<file path="config.mk">
export PLATFORM = sky130hd
export DESIGN_NAME = axis_multi_inject
export DESIGN_NICKNAME = d
export VERILOG_FILES = /design/src/rtl/noc_pkg.sv /design/src/rtl/noc_credit_counter.sv /design/src/rtl/axis_multi_inject.sv
export SDC_FILE = /design/constraint.sdc
export NUM_CORES = 1
export LEC_CHECK = 0
export ABC_AREA = 1
export CAP_MARGIN = 10
export CORE_AREA = 2 2 142 144
export CTS_CLUSTER_SIZE = 30
export DETAILED_ROUTE_END_ITERATION = 7
export DIE_AREA = 0 0 144 146
export PLACE_DENSITY = 0.66
export SLEW_MARGIN = 0
export SYNTH_ARGS = -nofsm -noshare
export SYNTH_HDL_FRONTEND = slang
export SYNTH_SLANG_ARGS = --single-unit
</file>
<file path="constraint.sdc">
create_clock -name clk_noc -period 6.5 [get_ports clk_noc]
set_input_delay 1.625 -clock clk_noc [delete_from_list [all_inputs] [get_ports clk_noc]]
set_output_delay 1.625 -clock clk_noc [all_outputs]
set_load 0.01 [all_outputs]
</file>
<file path="src/rtl/noc_pkg.sv">
// noc_pkg: shared NoC types and helpers for injection and router ports.
package noc_pkg;

  localparam int MAX_CHANNELS = 16;
  localparam int MAX_CH_W     = 4;

  typedef enum logic [0:0] {
    IDLE   = 1'b0,
    LOCKED = 1'b1
  } inj_state_t;

  typedef struct packed {
    logic                found;
    logic [MAX_CH_W-1:0] idx;
  } rr_pick_t;

  // First set bit of valid searching upward from ptr+1, wrapping at num.
  function automatic rr_pick_t rr_next(
    input logic [MAX_CHANNELS-1:0] valid,
    input logic [MAX_CH_W-1:0]     ptr,
    input int unsigned             num = MAX_CHANNELS
  );
    rr_pick_t            pick;
    logic [MAX_CH_W-1:0] cand;
    pick = '0;
    for (int unsigned k = 1; k <= MAX_CHANNELS; k++) begin
      cand = MAX_CH_W'((32'(ptr) + k) % num);
      if (k <= num && !pick.found && valid[cand]) begin
        pick.found = 1'b1;
        pick.idx   = cand;
      end
    end
    return pick;
  endfunction

endpackage

</file>
<file path="src/rtl/noc_credit_counter.sv">
// noc_credit_counter: credit tracker for one router input buffer.
// Saturates at the buffer depth; a return at full is flagged sticky.
module noc_credit_counter
  import noc_pkg::*;
#(
  parameter  int FLIT_BUFFER_DEPTH = 8,
  localparam int CREDIT_WIDTH      = $clog2(FLIT_BUFFER_DEPTH + 1)
) (
  input  logic                    clk_noc,
  input  logic                    rst_noc_sync,
  input  logic                    inc,
  input  logic                    dec,
  output logic [CREDIT_WIDTH-1:0] cnt,
  output logic                    nonzero,
  output logic                    err
);

  localparam logic [CREDIT_WIDTH-1:0] FULL = CREDIT_WIDTH'(FLIT_BUFFER_DEPTH);

  // Count update: simultaneous inc/dec cancel, return at full raises err.
  always_ff @(posedge clk_noc) begin
    if (rst_noc_sync) begin
      cnt <= FULL;
      err <= 1'b0;
    end else begin
      case ({inc, dec})
        2'b10: begin
          if (cnt == FULL) err <= 1'b1;
          else             cnt <= cnt + 1'b1;
        end
        2'b01: begin
          if (cnt != '0) cnt <= cnt - 1'b1;
        end
        default: ;
      endcase
    end
  end

  assign nonzero = (cnt != '0);

endmodule

</file>
<file path="src/rtl/axis_multi_inject.sv">
// axis_multi_inject: round-robin wormhole injector from several AXIS
// channels into one credit-controlled router local port.
// Optional statistics (pkt_count, stall_cycles): AXIS_MULTI_INJECT_STATS_EN.
//
// state  | meaning
// IDLE   | no packet open; pick next valid channel round-robin
// LOCKED | packet open on grant; only grant may send until its tail
module axis_multi_inject
  import noc_pkg::*;
#(
  parameter int NUM_CHANNELS      = 4,
  parameter int FLIT_WIDTH        = 64,
  parameter int DEST_WIDTH        = 6,
  parameter int FLIT_BUFFER_DEPTH = 8
) (
  input  logic                                   clk_noc,
  input  logic                                   rst_noc_sync,
  input  logic [NUM_CHANNELS-1:0]                axis_in_tvalid,
  output logic [NUM_CHANNELS-1:0]                axis_in_tready,
  input  logic [NUM_CHANNELS-1:0][FLIT_WIDTH-1:0] axis_in_tdata,
  input  logic [NUM_CHANNELS-1:0]                axis_in_tlast,
  input  logic [NUM_CHANNELS-1:0][DEST_WIDTH-1:0] axis_in_tdest,
  output logic [FLIT_WIDTH-1:0]                  data_out,
  output logic [DEST_WIDTH-1:0]                  dest_out,
  output logic                                   is_tail_out,
  output logic                                   send_out,
  input  logic                                   credit_in,
  output logic                                   credit_err
`ifdef AXIS_MULTI_INJECT_STATS_EN
  ,
  output logic [NUM_CHANNELS-1:0][15:0]          pkt_count,
  output logic [31:0]                            stall_cycles
`endif
);

  localparam int CREDIT_WIDTH = $clog2(FLIT_BUFFER_DEPTH + 1);
  localparam int CH_W         = (NUM_CHANNELS > 1) ? $clog2(NUM_CHANNELS) : 1;

  inj_state_t              state, state_nxt;
  logic [CH_W-1:0]         grant, grant_nxt;
  logic [CH_W-1:0]         rr_ptr, rr_ptr_nxt;
  logic [CH_W-1:0]         sel;
  rr_pick_t                pick;
  logic                    sel_active;
  logic                    ready_ok;
  logic                    hs;
  logic                    sel_last;
  logic [CREDIT_WIDTH-1:0] credit_cnt;
  logic                    credit_nonzero;
  logic                    unused_credit_cnt;

  // Round-robin candidate among valid channels, starting after rr_ptr.
  always_comb begin
    pick = rr_next(MAX_CHANNELS'(axis_in_tvalid), MAX_CH_W'(rr_ptr), NUM_CHANNELS);
  end

  // FSM state register with arbitration pointer and grant.
  always_ff @(posedge clk_noc) begin
    if (rst_noc_sync) begin
      state  <= IDLE;
      grant  <= '0;
      rr_ptr <= CH_W'(NUM_CHANNELS - 1);
    end else begin
      state  <= state_nxt;
      grant  <= grant_nxt;
      rr_ptr <= rr_ptr_nxt;
    end
  end

  // FSM next state: a non-tail head locks the channel until its tail.
  always_comb begin
    state_nxt  = state;
    grant_nxt  = grant;
    rr_ptr_nxt = rr_ptr;
    case (state)
      IDLE: begin
        if (hs) begin
          grant_nxt = sel;
          if (sel_last) rr_ptr_nxt = sel;
          else          state_nxt  = LOCKED;
        end
      end
      LOCKED: begin
        if (hs && sel_last) begin
          state_nxt  = IDLE;
          rr_ptr_nxt = grant;
        end
      end
      default: state_nxt = IDLE;
    endcase
  end

  // FSM outputs: one-hot tready on the serviced channel, gated by credit.
  // Only the registered credit count gates acceptance, so a credit arriving
  // this cycle cannot admit a flit this cycle.
  always_comb begin
    sel        = grant;
    sel_active = 1'b1;
    if (state == IDLE) begin
      sel        = CH_W'(pick.idx);
      sel_active = pick.found;
    end
    ready_ok       = sel_active && credit_nonzero && !rst_noc_sync;
    axis_in_tready = '0;
    if (ready_ok) axis_in_tready[sel] = 1'b1;
    hs       = ready_ok && axis_in_tvalid[sel];
    sel_last = axis_in_tlast[sel];
  end

  // Register the accepted flit toward the router one cycle after handshake.
  always_ff @(posedge clk_noc) begin
    if (rst_noc_sync) begin
      send_out    <= 1'b0;
      data_out    <= '0;
      dest_out    <= '0;
      is_tail_out <= 1'b0;
    end else begin
      send_out <= hs;
      if (hs) begin
        data_out    <= axis_in_tdata[sel];
        dest_out    <= axis_in_tdest[sel];
        is_tail_out <= sel_last;
      end
    end
  end

  // The credit is consumed at acceptance (the flit is then committed to
  // send_out), so back-to-back accepts can never overrun the buffer.
  noc_credit_counter #(
    .FLIT_BUFFER_DEPTH(FLIT_BUFFER_DEPTH)
  ) u_credit (
    .clk_noc     (clk_noc),
    .rst_noc_sync(rst_noc_sync),
    .inc         (credit_in),
    .dec         (hs),
    .cnt         (credit_cnt),
    .nonzero     (credit_nonzero),
    .err         (credit_err)
  );

  // Full count is kept for observation; gating only needs nonzero.
  assign unused_credit_cnt = ^credit_cnt;

`ifdef AXIS_MULTI_INJECT_STATS_EN
  // Per-channel accepted-tail counters and credit-starvation cycle counter.
  always_ff @(posedge clk_noc) begin
    if (rst_noc_sync) begin
      pkt_count    <= '0;
      stall_cycles <= '0;
    end else begin
      for (int c = 0; c < NUM_CHANNELS; c++) begin
        if (hs && sel_last && sel == CH_W'(c) && pkt_count[c] != 16'hFFFF)
          pkt_count[c] <= pkt_count[c] + 16'd1;
      end
      if ((|axis_in_tvalid) && !credit_nonzero && stall_cycles != 32'hFFFF_FFFF)
        stall_cycles <= stall_cycles + 32'd1;
    end
  end
`endif

endmodule

</file>
# Word level (Yosys, flattened, before mapping)
# Cells that the tools add are included.
# classes
addsub,6
order_cmp,6
eq_ne,8
n_mux,36
bitwise_logic,1
n_reduce_logical,18
# op_table
op,n
$bmux W64 S2,1
$mux W64,1
$lt A2 B5 Y1 const B,4
$mux W5,4
$bmux W1 S2,6
$bmux W6 S2,1
$mux W4,3
$mux W1,11
$logic_and A1 B1 Y1,8
$mux W2,4
$ne A2 B2 Y1 const B,4
$pmux W4 S2,1
$mux W6,1
$reduce_and A3 Y1,2
$add A2 B1 Y2 const B,2
$add A2 B2 Y2 const B,2
$add A4 B1 Y4 const B,1
$eq A4 B4 Y1 const B,1
$logic_not A1 Y1,4
$pmux W2 S2,1
$reduce_and A2 Y1,2
$reduce_bool A4 Y1,1
$sub A4 B1 Y4 const B,1
$lt A2 B3 Y1 const B,1
8 further kinds,8
# word_totals
ff_bits,82
input_bits,291
out_inout_bits,77
elab_cells,84

# Longest topological paths before layout
# logic_depth
word_depth,20
mapped_depth,24
depth_no_buf,23

# Hierarchy
# Synthesis repeated with hierarchy kept, for this count alone.
# unflattened
hier_cells,879
hier_area_um2,5248.8
# by_module_without_submodules
module,n_inst,cells_each,area_each_um2,seq_area_each_um2
axis_multi_inject,1,822,4901.0,1541.5
noc_credit_counter,1,57,347.8,100.1

# Least setup slack after synthesis
# OpenSTA, ideal clock, no wires.
# synth_path
path_type,input to output
from,input port axis_in_tvalid[0]
to,output port axis_in_tready[1]
arrival_time_ns,3.081
required_ns,4.875
path_slack_ns,1.794
cell_stages,12
n_path_buf,2
cell_sequence,nand2_1 -> nand2_1 -> nand2_1 -> nand2_2 -> inv_1 -> nand3_1 -> nand2_1 -> o21ai_4 -> inv_2 -> buf_2 -> buf_1 -> nor3_1
# synth_via
elab_chain_cells,18
word_cells_on_any_way,28
cone_classes,order compare (2); mux (17); reduce/logical (9)
# synth_lines
element,line_no,source
start: declaration,axis_multi_inject.sv:18,"input logic [NUM_CHANNELS-1:0] axis_in_tvalid,"
$bmux W1 S2,noc_pkg.sv:28,if (k <= num && !pick.found && valid[cand]) begin
$mux W1 (not written as such),noc_pkg.sv:28,
$mux W5,noc_pkg.sv:28,
$logic_not A1 Y1,noc_pkg.sv:28,
$logic_and A1 B1 Y1,noc_pkg.sv:28,
$mux W5,noc_pkg.sv:28,
$logic_not A1 Y1,noc_pkg.sv:28,
$logic_and A1 B1 Y1,noc_pkg.sv:28,
(+2 left out),-,
$logic_and A1 B1 Y1,noc_pkg.sv:28,
$mux W5 (*),noc_pkg.sv:28,
$mux W2,axis_multi_inject.sv:99,if (state == IDLE) begin
$lt A2 B3 Y1 (not written as such) / $ge A2 B1 Y1 (equally long branches),axis_multi_inject.sv:105,if (ready_ok) axis_in_tready[sel] = 1'b1;
$logic_and A1 B1 Y1 (not written as such),axis_multi_inject.sv:105,
$mux W1 (not written as such),axis_multi_inject.sv:105,
$demux W1 S2,axis_multi_inject.sv:105,
$mux W4 (*),axis_multi_inject.sv:105,
end: declaration,axis_multi_inject.sv:19,"output logic [NUM_CHANNELS-1:0] axis_in_tready,"
# Every way passes the cells marked *; elsewhere a longest branch is shown, timed or not. The select of a mux whose other input is x is not followed.

# Worst setup path after layout
# Same ends and word-level chain as after synthesis.

==> flow_summary.toml <==
[route]
vias = 6239
drc = 0
wl_per_cell_um = 17.95
drtIter0Drc = 334
viasPerCell = 5.060
ant_nets = 0
firstDrtPassIters = 5
wl_um = 22140

[setup_path]
r2r_setup_slack_ns = 2.50
reg2reg_from = "rr_ptr[0]"
reg2reg_depth = 24
crit_end = "axis_in_tready[1]"
cp_data_arrival_time_ns = 3.88
timing.rr.end = "u_credit.cnt[2]"
crit_type = "input pin to output pin"
critPathMaxFanout = 6
worst_setup_path_end_kind = "output pin"
critPathRequiredTime_ns = 4.88
crit_start = "axis_in_tvalid[0]"
crit_path_start_kind = "input pin"

[job]
max_cap_violations = 0

[timing]
skew_ns = 0.01415
worst_slew_pin_slew_ns = 0.9117
finalMaxSlewViolations = 0
period_minus_slack_ns = 5.502
timing.fmax_mhz = 181.7
max_slew_margin_pct = 39.22
period_share_pct = 84.65
setup_viol = 0
finalHoldViolCount = 0
rsz0062_at_grt = "no"
tns_ns = 0

[placement]
gp_congestion = 0.8539
io_buffers = 367
place_hpwl_um = 16240

[floorplanning]
dieArea_sq_um = 21020
io_pins = 368
rows = 51
coreArea_sq_um = 19330
start_util_pct = 24.43
dieWidth_um = 144
die_h_um = 146

[cts]
ctsHoldBuffers = 0
cts_buffer_depth = 2
cts_tree = "yes"
path_clk_slew_ns = 0.06
cts_setup_buffers = 0
clkSinkCount = 82
clockRootBuffer = "clkbuf_16"
cts_resized = 0
cts_htree_levels = 3
cts_buffers = 9
clkLatencyLatePin_ns = 0.34

[synth]
synth-edff-count = 0
synth.area.mux_share_pct = 0
synth-main-ff-cell = "dfxtp_1"
ys_warn_count = 0
synthDistinctLibCells = 30
netlist_area_sq_um = 4723
synth_seq_area_share_pct = 34.75
synth-seq-cells = 82
synth-simple-area-share_pct = 23.10
synth_top_family_by_area = "compound AO/OA/AOI/OAI gates"
synth_compound_area_share_pct = 33.62
synth_xor_area_share_pct = 0.1854
synthesis.nets = 931
synthCells = 639
synth_adder_area_share_pct = 0.2649
synth.avg_cell_area_sq_um = 7.392
synthArstFlopShare_pct = 0

[pwr]
ir_drop_v = 0.0004492
p_leak_uw = 0.003125
finalPower_uw = 4462
powerDensity_nw_per_um2 = 506.7

[cells_and_area]
area_growth_pct = 86.41
mostFrequentLayoutCell = "clkdlybuf4s50_1"
fin_nets = 1258
final_cell_mix = "clkdlybuf4s50_1 (367), nand2_1 (128), nand3_1 (88)"
drive_above_1_share_pct = 4.442
diodes = 0

[grt]
first_global_vias = 6137
grt_start_max_net_pins = 77
overflow = 0
track_usage_pct = 20.49
grt_pass1_wl_um = 33920
antenna_found_initial = 0

[worst_hold_path]
hp-start = "u_credit.cnt[3]"
hp-class = "flop to flop"

[outcome]
outcome = "completed"
## Yosys cell counts (3+ instances only)
| master | n | area [sq um] |
|---|---|---|
| nand3_1 | 88 | 440.4 |
| nand2_1 | 128 | 480.5 |
| a22oi_1 | 70 | 525.5 |
| a21oi_1 | 9 | 45.04 |
| buf_1 | 4 | 15.01 |
| nor3_1 | 4 | 20.02 |
| o21ai_0 | 66 | 330.3 |
| clkbuf_1 | 19 | 71.32 |
| dfxtp_1 | 82 | 1642 |
| nor2_1 | 7 | 26.28 |
| nand2_2 | 6 | 37.54 |
| a41oi_1 | 70 | 613.1 |
| inv_2 | 4 | 15.01 |
| o21ai_1 | 10 | 50.05 |
| buf_2 | 33 | 165.2 |
| inv_1 | 16 | 60.06 |
| nor2_2 | 3 | 18.77 |
| nand4_1 | 5 | 31.28 |
## registers in the layout, summed over array words and instances, names as in the netlist, named ones only
register,flops
data_out,64
u_credit.err,1
dest_out,6
grant,2
send_out,1
u_credit.cnt,4
is_tail_out,1
rr_ptr,2
## layout make-up
class	instances	area [sq um]
Fill cell	1933	10530
Timing Repair Buffer	377	3761
Multi-Input combinational cell	474	2715
Sequential cell	82	1642
Tap cell	265	331.6
Clock buffer	11	252.7
Inverter	22	87.58
Clock inverter	2	15.01
## where the power goes
group	leakage [uW]	total (uW)	switching [uW]	internal (uW)
logic	0.00233	3120	1920	1190
clock network	0.000126	483	209	274
registers	0.000674	861	124	737
total	0.00312	4460	2260	2210
## worst min path at each step
stage	endpoint	slack [ns]	cells after the start
floorplan	u_credit.cnt[3]	0.43	2
finish	u_credit.cnt[3]	0.46	2
CTS	u_credit.err	0.47	2
global placement	u_credit.err	0.44	2
detailed placement	u_credit.cnt[3]	0.45	2
global route	is_tail_out	0.49	2
## metrics by stage
step / worst slack [ns] / hold slack [ns] / instance area [sq um] / instances / util (%)
3_5_place_dp: 1.005 / 0.4526 / 8537 / 1220 / 44.15
5_1_grt: 0.7839 / 0.4865 / 8805 / 1233 / 45.54
2_1_floorplan: 1.794 / 0.4289 / 4723 / 639 / -
4_1_cts: 1.027 / 0.4661 / 8805 / 1233 / 45.54
6_report: 0.9975 / 0.4616 / 8805 / 1233 / 45.54
3_3_place_gp: 1.025 / 0.4382 / 8537 / 1220 / 44.15
## cells by family after synthesis
family | count (synthesis)
and+or+nand+nor | 245
AOI/OAI and AO/OA | 227
buffers and inverters | 83
DFF | 82
xor gates and xnor gates | 1
adders and majority gates | 1
## worst max-delay path: stages
cell and delay, ns:
clkdlybuf4s50_1 0.50, nand2_1 0.06, nand2_1 0.13, nand2_1 0.08, nand2_2 0.08, inv_1 0.07
nand3_1 0.10, nand2_1 0.09, o21ai_4 0.26, inv_2 0.07, nor3_1 0.22, clkdlybuf4s50_1 0.58
## metal layers
metal	part of all wire [%]	track usage, %	vias up
met4	1.4	4.412	0
met5	0	0	-
li1	-	-	3050
met2	49	34.79	256
met1	43	26.18	2914
met3	7.2	5.035	19
Power figures use the tool's default switching activity.
